**src/rtl/yolo_pkg.sv**
```systemverilog
// Shared defaults and FSM state type for the yolo output-stream drain path.
package yolo_pkg;

   localparam int DEF_TBITS = 64;
   localparam int DEF_TBYTE = DEF_TBITS / 8;
   localparam int DEF_AW    = 13;

   typedef enum logic [1:0] {
      IDLE = 2'd0,
      RUN  = 2'd1,
      DONE = 2'd2
   } state_t;

endpackage

```
**src/rtl/yolo_skid_fifo2.sv**
```systemverilog
// Two-entry registered FIFO catching memory read data so backpressure never drops a beat.
module yolo_skid_fifo2 #(
   parameter int W = 64
) (
   input  logic         clk,
   input  logic         rst,
   input  logic         push,
   input  logic [W-1:0] din,
   input  logic         pop,
   output logic [W-1:0] dout,
   output logic [1:0]   count,
   output logic         empty_n
);

   logic [W-1:0] r_data [2];
   logic         r_wr_ptr;
   logic         r_rd_ptr;
   logic [1:0]   r_count;

   always_ff @(posedge clk) begin
      if (rst) begin
         r_data[0] <= '0;
         r_data[1] <= '0;
         r_wr_ptr  <= 1'b0;
         r_rd_ptr  <= 1'b0;
         r_count   <= 2'd0;
      end else begin
         if (push) begin
            r_data[r_wr_ptr] <= din;
            r_wr_ptr         <= ~r_wr_ptr;
         end
         if (pop) begin
            r_rd_ptr <= ~r_rd_ptr;
         end
         case ({push, pop})
            2'b10:   r_count <= r_count + 2'd1;
            2'b01:   r_count <= r_count - 2'd1;
            default: r_count <= r_count;
         endcase
      end
   end

   assign dout    = r_data[r_rd_ptr];
   assign count   = r_count;
   assign empty_n = (r_count != 2'd0);

endmodule

```
**src/rtl/yolo_osif_writer.sv**
```systemverilog
// Drains beat_cnt words from result memory into the output-stream FIFO,
// tagging first beat with user and final beat with last.
module yolo_osif_writer
   import yolo_pkg::*;
#(
   parameter int TBITS = DEF_TBITS,
   parameter int TBYTE = DEF_TBYTE,
   parameter int AW    = DEF_AW
) (
   input  logic             clk,
   input  logic             rst,
   input  logic             start,
   input  logic [AW-1:0]    base_addr,
   input  logic [AW:0]      beat_cnt,
   output logic             busy,
   output logic             done,
   output logic [AW-1:0]    mem_addr,
   output logic             mem_en,
   input  logic [TBITS-1:0] mem_dout,
   output logic [TBITS-1:0] osif_data_din,
   output logic [TBYTE-1:0] osif_strb_din,
   output logic             osif_last_din,
   output logic             osif_user_din,
   input  logic             osif_full_n,
   output logic             osif_write
);

   state_t           r_state;
   state_t           w_state_next;
   logic [AW-1:0]    r_base;
   logic [AW:0]      r_cnt;
   logic [AW:0]      r_rd_idx;
   logic [AW:0]      r_wr_idx;
   logic             r_inflight;
   logic             r_busy;
   logic             r_done;

   logic             w_start_ok;
   logic             w_pop;
   logic             w_empty_n;
   logic [1:0]       w_count;
   logic [2:0]       w_occ;
   logic             w_mem_en;
   logic             w_last_beat;
   logic [TBITS-1:0] w_head;

   yolo_skid_fifo2 #(.W(TBITS)) u_skid (
      .clk     (clk),
      .rst     (rst),
      .push    (r_inflight),
      .din     (mem_dout),
      .pop     (w_pop),
      .dout    (w_head),
      .count   (w_count),
      .empty_n (w_empty_n)
   );

   assign w_start_ok  = (r_state == IDLE) && start;
   assign w_pop       = w_empty_n && osif_full_n;
   // Reads in flight will land in the buffer, so they count as occupied slots.
   assign w_occ       = {1'b0, w_count} + {2'b00, r_inflight} - {2'b00, w_pop};
   assign w_mem_en    = (r_state == RUN) && (r_rd_idx < r_cnt) && (w_occ < 3'd2);
   assign w_last_beat = (r_wr_idx == (r_cnt - {{AW{1'b0}}, 1'b1}));

   always_comb begin
      w_state_next = r_state;
      case (r_state)
         IDLE: if (start) w_state_next = (beat_cnt == '0) ? DONE : RUN;
         RUN:  if (w_pop && w_last_beat) w_state_next = DONE;
         DONE: w_state_next = IDLE;
         default: w_state_next = IDLE;
      endcase
   end

   always_ff @(posedge clk) begin
      if (rst) r_state <= IDLE;
      else     r_state <= w_state_next;
   end

   always_ff @(posedge clk) begin
      if (rst) begin
         r_base     <= '0;
         r_cnt      <= '0;
         r_rd_idx   <= '0;
         r_wr_idx   <= '0;
         r_inflight <= 1'b0;
         r_busy     <= 1'b0;
         r_done     <= 1'b0;
      end else begin
         r_inflight <= w_mem_en;
         r_busy     <= (w_state_next == RUN);
         r_done     <= (w_state_next == DONE);
         if (w_start_ok) begin
            r_base   <= base_addr;
            r_cnt    <= beat_cnt;
            r_rd_idx <= '0;
            r_wr_idx <= '0;
         end else begin
            if (w_mem_en) r_rd_idx <= r_rd_idx + 1'b1;
            if (w_pop)    r_wr_idx <= r_wr_idx + 1'b1;
         end
      end
   end

   assign busy          = r_busy;
   assign done          = r_done;
   assign mem_en        = w_mem_en;
   assign mem_addr      = r_base + r_rd_idx[AW-1:0];
   assign osif_write    = w_pop;
   assign osif_data_din = w_pop ? w_head : '0;
   assign osif_strb_din = {TBYTE{w_pop}};
   assign osif_user_din = w_pop && (r_wr_idx == '0);
   assign osif_last_din = w_pop && w_last_beat;

endmodule

```
**config.mk**
```make
export PLATFORM = sky130hd
export DESIGN_NAME = yolo_osif_writer
export DESIGN_NICKNAME = d
export VERILOG_FILES = /design/src/rtl/yolo_pkg.sv /design/src/rtl/yolo_skid_fifo2.sv /design/src/rtl/yolo_osif_writer.sv
export SDC_FILE = /design/constraint.sdc
export NUM_CORES = 1
export LEC_CHECK = 0
export ABC_AREA = 1
export BUFFER_PORTS_ARGS = -buffer_cell sky130_fd_sc_hd__buf_2
export CAP_MARGIN = 0
export CORE_ASPECT_RATIO = 0.9
export CORE_UTILIZATION = 51
export DETAILED_ROUTE_END_ITERATION = 12
export PLACE_DENSITY = 0.77
export SETUP_SLACK_MARGIN = 0.3
export SLEW_MARGIN = 10
export SYNTH_ARGS = -nofsm -noshare
export SYNTH_HDL_FRONTEND = slang
export SYNTH_SLANG_ARGS = --single-unit
```
**constraint.sdc**
```tcl
create_clock -name clk -period 3.02 [get_ports clk]
set_clock_uncertainty 0.05 [all_clocks]
set_input_delay 0.302 -clock clk [delete_from_list [all_inputs] [get_ports clk]]
set_output_delay 0.302 -clock clk [all_outputs]
set_load 0.01 [all_outputs]
```
=== Word level (Yosys, flattened, before mapping) ===
Memory sizes are Yosys's and may differ from the RTL's. A register that Yosys moved wholly into a read port is not among the register bits.
Index checks and enable logic that the tools add are counted.

* $lt $le $gt $ge: 2
* Bitwise gates (word level): 2
* Reduce and logical (&&, ||, !) cells: 13
* Add/subtract/negate cells: 8
* Muxes and demuxes: 16
* Equality and inequality tests: 6

{| class="wikitable"
|+ Operators by type and width
! operator !! number
|-
| 2-to-1 mux 64 bit || 2
|-
| OR reduction 64 bit || 1
|-
| adder 14 x 1 -> 14 bit, second input constant || 2
|-
| logical NOT 14 bit || 2
|-
| == test 14 bit || 1
|-
| < comparator 14 bit || 1
|-
| subtractor 14 x 1 -> 14 bit, second input constant || 1
|-
| adder 13 bit || 1
|-
| 2-to-1 mux 1 bit || 9
|-
| case mux 2 bit (2 select lines) || 2
|-
| == test 2 x 1 -> 1 bit, second input constant || 3
|-
| logical AND 1 bit || 6
|-
| 2-to-1 mux 2 bit || 3
|-
| == test 2 bit, second input constant || 2
|-
| nonzero test 2 bit || 2
|-
| adder 2 x 1 -> 3 bit || 1
|-
| < comparator 3 x 2 -> 1 bit, second input constant || 1
|-
| subtractor 3 x 1 -> 3 bit || 1
|-
| adder 2 x 1 -> 2 bit, second input constant || 1
|-
| logical NOT 2 bit || 1
|-
| NOT 1 bit || 2
|-
| OR reduction 2 bit || 1
|-
| subtractor 2 x 1 -> 2 bit, second input constant || 1
|}

* Output and inout port bits: 91
* Memory bits (writable): 128
* Memories: 1
* Flip-flop bits (word level): 64

{| class="wikitable"
|+ Memory list
! memory !! depth !! bits a word !! read ports !! clocked after memory_dff !! wr ports !! line !! text
|-
| u_skid.r_data || 2 || 64 || 1 || 1 || 2 || yolo_skid_fifo2.sv:15 || <nowiki>logic [W-1:0] r_data [2];</nowiki>
|}

=== Longest topological paths before layout ===
Gate-level depths: netlist (run 1).

* Depth in word-level cells: 6
* Mapped depth: 15

=== Cells and area by module ===
From an unflattened synthesis (run 1), not the netlist that was laid out.

* Cell total of the unflattened synthesis: 1169
* Area total of the unflattened synthesis: 10292.4 um2

{| class="wikitable"
|+ By module, submodules not included
! module !! area each (um2) !! times used !! sequential area each (um2) !! cells an instance
|-
| yolo_skid_fifo2 || 5699.2 || 1 || 3943.8 || 438
|-
| yolo_osif_writer || 4593.2 || 1 || 1201.2 || 731
|}

=== Worst setup path before layout (run 1) ===
Ideal clock, no wire load.

* Kind: flip-flop to output port
* Start: register u_skid.r_count[1] (netlist: u_skid.count[1])
* End: output port mem_en
* Arrival time: 3.077 ns
* Stages on the path, launching flop included: 12
* Setup slack: -0.409 ns
* Cells stage by stage: dfxtp_1 > nor2_1 > nor2_4 > buf_6 > clkbuf_1 > ha_1 > or2_2 > fa_1 > nand3b_1 > nor4_4 > nand2_2 > inv_1

* Cells in the longest elaborated chain, start to end: 5
* Elaborated cells on any way between the ends: 6
* Classes of those cells: add/sub: 2; order compare: 1; reduce/logical: 3

{| class="wikitable"
|+ Ends and longest elaborated chain
! item !! line !! text
|-
| start: declaration || yolo_skid_fifo2.sv:18 || <nowiki>logic [1:0] r_count;</nowiki>
|-
| start signal: assignment || yolo_skid_fifo2.sv:36 || <nowiki>2'b10: r_count <= r_count + 2'd1;</nowiki>
|-
| start signal: assignment || yolo_skid_fifo2.sv:37 || <nowiki>2'b01: r_count <= r_count - 2'd1;</nowiki>
|-
| start signal: assignment || yolo_skid_fifo2.sv:38 || <nowiki>default: r_count <= r_count;</nowiki>
|-
| nonzero test 2 bit || yolo_skid_fifo2.sv:45 || <nowiki>assign empty_n = (r_count != 2'd0);</nowiki>
|-
| logical AND 1 bit || yolo_osif_writer.sv:59 || <nowiki>assign w_pop = w_empty_n && osif_full_n;</nowiki>
|-
| named net osif_write || yolo_osif_writer.sv:25 || <nowiki>output logic osif_write</nowiki>
|-
| subtractor 3 x 1 -> 3 bit || yolo_osif_writer.sv:61 || <nowiki>assign w_occ = {1'b0, w_count} + {2'b00, r_inflight} - {2'b00, w_pop};</nowiki>
|-
| < comparator 3 x 2 -> 1 bit || yolo_osif_writer.sv:62 || <nowiki>assign w_mem_en = (r_state == RUN) && (r_rd_idx < r_cnt) && (w_occ < 3'd2);</nowiki>
|-
| logical AND 1 bit || yolo_osif_writer.sv:62 ||
|-
| end: declaration || yolo_osif_writer.sv:18 || <nowiki>output logic mem_en,</nowiki>
|}

The timed path passes the listed nets, and every way through them passes these cells.

=== Final worst setup path (run 1) ===
* Start: register u_skid.r_count[0] (netlist: u_skid.count[0])
* End: output port mem_en

* Cells in the longest elaborated chain, start to end: 5
* Elaborated cells on any way between the ends: 6
* Classes of those cells: add/sub: 2; order compare: 1; reduce/logical: 3

{| class="wikitable"
|+ Ends and longest elaborated chain
! item !! line
|-
| parallel branches: the longest is 2 deep, another holds adder 2 x 1 -> 3 bit || -
|-
| subtractor 3 x 1 -> 3 bit * || yolo_osif_writer.sv:61
|-
| < comparator 3 x 2 -> 1 bit * || yolo_osif_writer.sv:62
|-
| logical AND 1 bit * || yolo_osif_writer.sv:62
|}

Mark *: on every way between the ends.

==> out/metrics.yaml, run 1 <==
die_w_um: 151
synthTopCellsByArea: "edfxtp_1 38%, dfxtp_1 13%, nor2_1 7.2%"
ys_warn_count: 0
dp_slack_ns: 0.450
rsz0062_at_grt: "yes"
grt_pass1_wl_um: 36400
start_util: 0.525
cts_buffers: 17
seqPwrFrac: 0.466
maxCapViolCount: 0
relSlewSlack: 0.485
cts_hold_buffers: 0
hold_viol_final: 0
finalMaxSlewViolations: 0
synth_top_area_cell: "edfxtp_1"
fmax_mhz: 349
gp_congestion: 0.874
power.net_switching_mw: 1.94
clockBufferDepth: 2
placed_area_mm2: 0.0113
startpoint_type: "flop"
cts_root_buffer: "clkbuf_16"
syn-num-nets: 1277
syn_inst: 1149
cp_slowest_cell: "fa_2"
firstDrtPassIters: 5
drive_gt1_frac: 0.268
p_int_mw: 4.63
die_area_mm2: 0.0205
via_per_inst: 5.11
endpoint_kind: "output pin"
postSynthRegisterBits: 193
wl_per_cell_um: 14.5
holdCritPathClass: "primary input to flop"
min_period_ns: 2.86
grt_start_max_net_pins: 85
path_max_fanout: 4
setup_viol: 0
clock_power_share: 0.331
wl_um: 23000
place_inst: 1544
required_ns: 2.67
comb_power_share: 0.202
worstPathArrival_ns: 2.51
htreeDepth: 4
critPathKind: "flop to output pin"
synth.distinct_cells: 39
cp_common_cell: "nor2_4"
vias: 8083
tritoncts: "done"
worst_pin_slew_ns: 0.772
worst-path-buf-inv: 2
hold_ws_ns: 0.0727
power_mw: 6.57
grt.total_usage: 0.228
ioPinCount: 186
drt_iter0_markers: 532
yosysSeqAreaShare: 0.506
clock_latency_ns: 0.43
clk_pin_slew_ns: 0.08
p_per_area_mw_per_mm2: 547
outcome: "complete, no violations"
switching_share: 0.296
syn2layout_area_growth_pct: 18.3
die_h_um: 136
tns_ns: 0
fin_util: 0.621
antenna_found_initial: 0
design_area_mm2: 0.0120
crit_chain: "nor2_4, nor2_4, ha_4, or2_4, fa_2, nand3b_1, nor4_4, nand2_2, inv_2, buf_6"
antenna_left: 0
stdcell_count: 1582
cpPeakStageDelay_ns: 0.54
core_mm2: 0.0193
leakage_nw: 5.94
ir_drop_v: 0.000408
crit_family: "simple AND/OR/NAND/NOR gates"
grt_pass1_vias: 7644
syn_avg_cell_area_um2: 8.84
nets: 1446
yosysTopAreaCellShare: 0.378
drc: 0
syn-cell-area_mm2: 0.0102
period_share: 0.949
grt.overflow.total: 0
fin_ws_ns: 0.155
fill_cells: 1643
io_buffers: 185
dp_hpwl_um: 15600
cts.sinks: 193
row_count: 48
[cell usage after synthesis]
cell / n
nand4_1: 14
edfxtp_1: 128
fa_1: 2
dfxtp_1: 65
nor2_2: 8
nand3_1: 34
buf_4: 9
and3_1: 1
a21oi_2: 1
buf_6: 1
o21ai_0: 41
o21bai_1: 2
nor3_1: 8
nor4_4: 1
o21a_1: 2
xnor2_1: 11
clkbuf_1: 30
xor2_1: 23
nand3b_1: 4
a211oi_1: 1
a21oi_1: 59
nor3b_1: 1
nor2_1: 195
a31oi_1: 3
inv_2: 2
nand2_1: 183
buf_2: 10
nor2_4: 4
buf_1: 2
o21ai_1: 1
nor3_2: 3
nand3_2: 4
ha_1: 31
nor4_1: 6
nand2_2: 5
o211ai_1: 1
mux2_2: 64
or2_2: 3
inv_1: 186
[worst reg2reg max path, stage by stage, from the launching register on]
cell	delay, ns
dfxtp_4	0.37
nor2_4	0.04
nor2_4	0.12
ha_4	0.20
or2_4	0.23
fa_2	0.54
nand3b_1	0.12
nor4_4	0.19
buf_4	0.15
buf_4	0.18
nand3_1	0.10
a21oi_1	0.18
[repair_timing]
| action | 4_1_cts | 5_1_grt |
|---|---|---|
| resized for setup | 10 | 19 |
| setup buffers | 3 | 2 |
| pin swaps | 8 | 3 |
| setup endpoints to repair | 8 | 6 |
[cells by family (layout without fill, tap and decap cells)]
family                     count (synthesis)  after routing  share of synthesized area
DFF                                      193            193                      0.506
other                                      0              2                          0
and+or+nand+nor                          474            474                      0.200
xor gates and xnor gates                  34             34                     0.0293
buffers and inverters                    240            421                     0.0940
AOI/OAI and AO/OA                        111            111                     0.0569
muxes                                     64             64                     0.0709
adders and majority gates                 33             33                     0.0421
[placed cells by master (no fill, tap or decap), drive strengths merged, types with 3 or more instances in the layout]
| cell type | n |
|---|---|
| nand2 | 188 |
| xor2 | 23 |
| or2 | 3 |
| xnor2 | 11 |
| nor3 | 11 |
| clkbuf | 17 |
| edfxtp | 128 |
| o21ai | 42 |
| nand3 | 38 |
| buf | 202 |
| mux2 | 64 |
| nand3b | 4 |
| nor2 | 207 |
| nor4 | 7 |
| ha | 31 |
| dfxtp | 65 |
| inv | 197 |
| nand4 | 14 |
| clkinvlp | 3 |
| a31oi | 3 |
| a21oi | 60 |
[final timing paths]
kind         depth (start not counted)             from           to  slack (ns)
max                                 10  u_skid.count[0]       mem_en        0.16
min                                  3     base_addr[5]    r_base[5]        0.07
max reg2reg                         11  u_skid.count[0]  r_rd_idx[4]        0.47
min reg2reg                          1  u_skid.r_rd_ptr         flop        0.42
[layout make-up]
| class | count | area, um^2 | area share |
|---|---|---|---|
| Clock buffer | 17 | 425 | 0.0354 |
| Sequential cell | 193 | 5170 | 0.430 |
| Clock inverter | 14 | 135 | 0.0112 |
| Multi-Input combinational cell | 716 | 4150 | 0.345 |
| Inverter | 188 | 706 | 0.0587 |
| Timing Repair Buffer | 202 | 1120 | 0.0930 |
| Tap cell | 250 | 313 | 0.0260 |
| Antenna cell | 2 | 5.00 | 0.000416 |
[routing by layer]
layer	wire, um	global-route usage	part of all wire
met4	185	0.0544	0.0081
met2	11600	0.399	0.50
met5	0	0	0
met1	9730	0.289	0.42
met3	1490	0.0430	0.065
[flip-flops by register name (all words and copies together) (netlist names), named ones only]
register,flops
u_skid.r_data,128
r_cnt,14
r_rd_idx,14
r_wr_idx,14
r_base,13
r_state,2
u_skid.count,2
busy,1
done,1
r_inflight,1
u_skid.r_rd_ptr,1
u_skid.r_wr_ptr,1
[power by group through the flow]
| stage | Combinational, mW | Clock (mW) | Sequential (mW) |
|---|---|---|---|
| after global routing | 1.48 | 2.32 | 3.08 |
| after CTS | 1.32 | 2.22 | 3.06 |
| after detailed placement | 1.29 | 0 | 3.12 |
| after floorplan | 0.950 | 0 | 3.10 |
| final | 1.33 | 2.18 | 3.06 |
| after global placement | 1.27 | 0 | 3.11 |
(Power assumes the default switching activity.)
==> run 2, diff against run 1 <==
ABC_AREA = 0   (was 1)
ABC_CLOCK_PERIOD_IN_PS = 3020   (was not set)
==> out/metrics.yaml, run 2 <==
outcome: "complete, but fails checks"
violations: "setup timing"
htreeDepth: 4
leakage_nw: 4.90
relSlewSlack: 0.0553
clockBufferDepth: 2
start_util: 0.529
hold_path.startpoint: "base_addr[3]"
required_ns: 2.67
maxCapViolCount: 0
largest_register_ffs: 128
syn-cell-area_mm2: 0.00985
hold_viol_final: 0
ir_drop_v: 0.000516
cp_slowest_cell: "or4_4"
die_w_um: 149
dp_hpwl_um: 14800
path_max_fanout: 3
drt_iter0_markers: 486
rsz0062_at_grt: "yes"
layout_common_cells: "184 x buf_2, 131 x and2_1, 128 x edfxtp_1, 104 x nor2_1, 77 x nand2_1"
io_buffers: 185
clock_latency_ns: 0.42
syn-num-nets: 1074
grt_pass1_wl_um: 36100
vias: 7582
synth_ff_type: "edfxtp_1"
wl_per_cell_um: 16.7
fin_ws_ns: -0.231
synthTopCellsByArea: "edfxtp_1 39%, dfxtp_1 13%, and2_1 8.3%"
drive_gt1_frac: 0.283
worst-path-buf-inv: 1
syn_inst: 946
antenna_left: 0
use_met2: 0.391
placed_area_mm2: 0.0111
async_flop_share: 0
ys_warn_count: 0
postSynthRegisterBits: 193
met1_usage: 0.297
synth_most_common_cell: "and2_1"
gp_congestion: 0.904
cpPeakStageDelay_ns: 0.56
cts.sinks: 193
p_per_area_mw_per_mm2: 558
crit_family: "simple AND/OR/NAND/NOR gates"
synth.distinct_cells: 56
crit_chain: "or4_4, nor4_4, xnor2_1, or3_4, or4b_4, nor3_4, buf_2"
power_mw: 6.78
top_register: "u_skid.r_data"
antenna_found_initial: 1
holdCritPathClass: "primary input to flop"
worst_pin_slew_ns: 1.41
clk_pin_slew_ns: 0.08
synth_top_area_cell: "edfxtp_1"
final_common_cell: "buf_2"
cts_root_buffer: "clkbuf_16"
synth-edff-count: 128
die_h_um: 134
setup_viol: 2
netlist_top_cells_count: "131 x and2_1, 128 x edfxtp_1, 106 x nor2_1"
drc: 0
yosysTopAreaCellShare: 0.390
via_per_inst: 5.47
place_inst: 1333
ioPinCount: 186
core_mm2: 0.0186
firstDrtPassIters: 5
critPathKind: "flop to output pin"
grt.overflow.total: 0
syn_avg_cell_area_um2: 10.4
wl_um: 23200
endpoint_kind: "output pin"
grt_pass1_vias: 7281
stdcell_count: 1386
met3_usage: 0.0452
fin_util: 0.651
fmax_mhz: 308
cts_buffers: 17
die_area_mm2: 0.0199
finalMaxSlewViolations: 0
min_period_ns: 3.25
grt_start_max_net_pins: 67
row_count: 47
grt.total_usage: 0.232
nets: 1256
startpoint_type: "flop"
worstPathArrival_ns: 2.90
cts_hold_buffers: 0
startpoint: "r_cnt[9]"
period_share: 1.08
syn2layout_area_growth_pct: 23.2
reg2reg_from: "u_skid.count[0]"
design_area_mm2: 0.0121
tritoncts: "done"
yosysSeqAreaShare: 0.522
top_usage_layer: "met2"
## run 2: logic make-up (layout without fill, tap and decap cells)
family / Yosys count / after routing / synth area share
compound gates: 110 / 110 / 0.0725
xor+xnor: 45 / 45 / 0.0400
fa+ha+maj: 33 / 33 / 0.0434
buf+inv: 88 / 282 / 0.0376
flops: 193 / 193 / 0.522
mux: 69 / 69 / 0.0701
other cells: 0 / 1 / 0
simple gates: 408 / 408 / 0.214
## run 2: power breakdown
part	internal [mW]	switching [mW]
logic	0.629	0.829
clock network	1.16	1.04
registers	3.03	0.0855
## run 2: area by class of cell
cell class	count	area, um^2
Multi-Input combinational cell	665	4690
Clock buffer	17	425
Timing Repair Buffer	223	1280
Fill cell	1472	6500
Sequential cell	193	5180
Inverter	28	105
Tap cell	245	307
Clock inverter	14	145
Antenna cell	1	2.50
## run 2: per-stage QoR
| stage | setup TNS (ns) | hold WS, ns | setup slack (ns) |
|---|---|---|---|
| 2_1_floorplan | 0 | 0.388 | 0.310 |
| 3_3_place_gp | 0 | 0.397 | 0.199 |
| 3_5_place_dp | 0 | 0.404 | 0.177 |
| 4_1_cts | -0.377 | 0.0450 | -0.227 |
| 5_1_grt | -0.569 | 0.0618 | -0.356 |
| 6_report | -0.329 | 0.0558 | -0.231 |
## run 2: worst paths after layout
kind | end | slack, ns | cells past startpoint
setup / recovery | osif_last_din | -0.23 | 7
hold / removal | r_base[3] | 0.06 | 3
setup reg to reg | r_rd_idx[3] | 0.24 | 12
hold reg to reg | r_base[8] | 0.41 | 2
## run 2: metal layers
layer  up-vias  share of wire
met3        33          0.045
li1       3673              -
met5         -              0
met2       248           0.49
met1      3628           0.44
met4         0          0.023
## run 2: worst reg2reg max path, cell delays in order (launching register included)
cell and delay, ns:
dfxtp_4 0.36, o21ai_4 0.15, inv_2 0.07, ha_4 0.21, nand2b_4 0.13, fa_2 0.52
nand4b_1 0.12, a21oi_2 0.14, buf_4 0.12, buf_6 0.09, o31ai_4 0.12, or4_4 0.46
a21oi_2 0.16
## run 2: what timing repair did
item                                    4_1_cts  5_1_grt
resized for setup                            38       32
endpoints found under the setup margin        9       22
setup buffers                                16        5
pin swaps                                    17       27
==> run 3, diff against run 2 <==
ABC_CLOCK_PERIOD_IN_PS = 3000   (was 3020)
CAP_MARGIN = not set   (was 0)
CORE_UTILIZATION = 53   (was 51)
clock period = 3 ns   (was 3.02 ns; I/O delays follow)
==> out/metrics.yaml, run 3 (synthesis results as in run 2) <==
critPathKind: "flop to output pin"
worstPathArrival_ns: 2.84
clock_latency_ns: 0.43
io_buffers: 185
die_w_um: 146
startpoint_type: "flop"
outcome: "complete, but fails checks"
met3_usage: 0.0434
stdcell_count: 1382
met1_usage: 0.309
min_period_ns: 3.19
tritoncts: "done"
final_common_cell: "buf_2"
wl_um: 22100
fmax_mhz: 313
drive_gt1_frac: 0.287
worst_pin_slew_ns: 0.943
switching_share: 0.289
required_ns: 2.65
rsz0062_at_grt: "yes"
die_h_um: 131
antenna_found_initial: 1
grt_pass1_wl_um: 35500
endpoint_kind: "output pin"
cts_buffers: 17
top_usage_layer: "met2"
leakage_nw: 4.91
cts_root_buffer: "clkbuf_16"
grt_pass1_vias: 7071
place_inst: 1330
maxCapViolCount: 0
grt.total_usage: 0.233
whs_path_depth: 3
comb_power_share: 0.201
clockBufferDepth: 2
layout_common_cells: "184 x buf_2, 131 x and2_1, 128 x edfxtp_1, 103 x nor2_1, 77 x nand2_1"
clock_power_share: 0.332
rr_worst_depth: 11
clk_pin_slew_ns: 0.07
seqPwrFrac: 0.467
firstDrtPassIters: 5
r2r_slack_ns: 0.28
design_area_mm2: 0.0121
die_area_mm2: 0.0191
grt.overflow.total: 0
fin_ws_ns: -0.192
via_per_inst: 5.43
path_max_fanout: 6
htreeDepth: 4
holdCritPathClass: "primary input to flop"
drt_iter0_markers: 610
drc: 0
tns_ns: -0.296
core_mm2: 0.0179
top_register: "u_skid.r_data"
antenna_left: 0
relSlewSlack: 0.369
power.net_switching_mw: 1.97
dp_hpwl_um: 13900
cts.sinks: 193
use_met2: 0.384
period_share: 1.06
row_count: 46
p_int_mw: 4.84
setup_viol: 2
gp_congestion: 0.892
violations: "setup timing"
largest_register_ffs: 128
nets: 1256
ir_drop_v: 0.000515
wl_per_cell_um: 16.0
hold_viol_final: 0
p_per_area_mw_per_mm2: 564
grt_start_max_net_pins: 67
vias: 7504
placed_area_mm2: 0.0111
start_util: 0.551
hold_ws_ns: 0.0525
syn2layout_area_growth_pct: 22.5
finalMaxSlewViolations: 0
ioPinCount: 186
cts_hold_buffers: 0
-- run 3: power by group through the flow --
stage               clock network [mW]  logic (mW)  registers [mW]
detailed placement                   0        1.27            3.24
global route                      2.40        1.50            3.21
floorplan                            0       0.950            3.17
finish                            2.26        1.37            3.18
global placement                     0        1.25            3.23
CTS                               2.29        1.34            3.18
-- run 3: metal layers --
metal / vias up / wire, um
met4: 0 / 429
met2: 239 / 10500
li1: 3677 / -
met3: 36 / 1240
met1: 3552 / 9940
met5: - / 0
-- run 3: worst max-delay path, cell delays in order, from the launching register on --
cell	delay [ns]
dfxtp_2	0.35
or4_4	0.53
nor4_4	0.27
xnor2_1	0.09
or3_4	0.40
or4b_4	0.50
nor3_4	0.12
buf_2	0.15
-- run 3: final cells by class --
| cell class | instances | area [um^2] |
|---|---|---|
| multi-input combinational | 666 | 4650 |
| inverter | 28 | 105 |
| antenna | 1 | 2.50 |
| clock buffer | 17 | 425 |
| fill | 1370 | 5830 |
| timing repair buffer | 222 | 1250 |
| sequential | 193 | 5170 |
| clock inverter | 15 | 161 |
| tap | 240 | 300 |
-- run 3: through the flow --
| stage | utilization | worst slack, ns | total power, mW |
|---|---|---|---|
| CTS | 0.663 | -0.235 | 6.81 |
| finish | 0.674 | -0.192 | 6.81 |
| detailed placement | 0.619 | 0.109 | 4.51 |
| global placement | 0.619 | 0.197 | 4.49 |
| global route | 0.674 | -0.304 | 7.11 |
| floorplan | - | 0.301 | 4.12 |
-- run 3: final timing paths --
path,end,start
setup / recovery,osif_last_din,r_cnt[1]
hold / removal,r_base[5],base_addr[5]
hold reg to reg,r_base[6],r_base[6]
setup reg to reg,r_rd_idx[4],u_skid.count[1]
-- run 3: repair_timing --
item | in CTS | in global routing
pin swaps | 14 | 14
endpoints found under the setup margin | 7 | 20
gates cloned | 0 | 1
setup buffers | 9 | 9
gates resized for setup | 34 | 29
endpoints found under the hold margin | 0 | 0
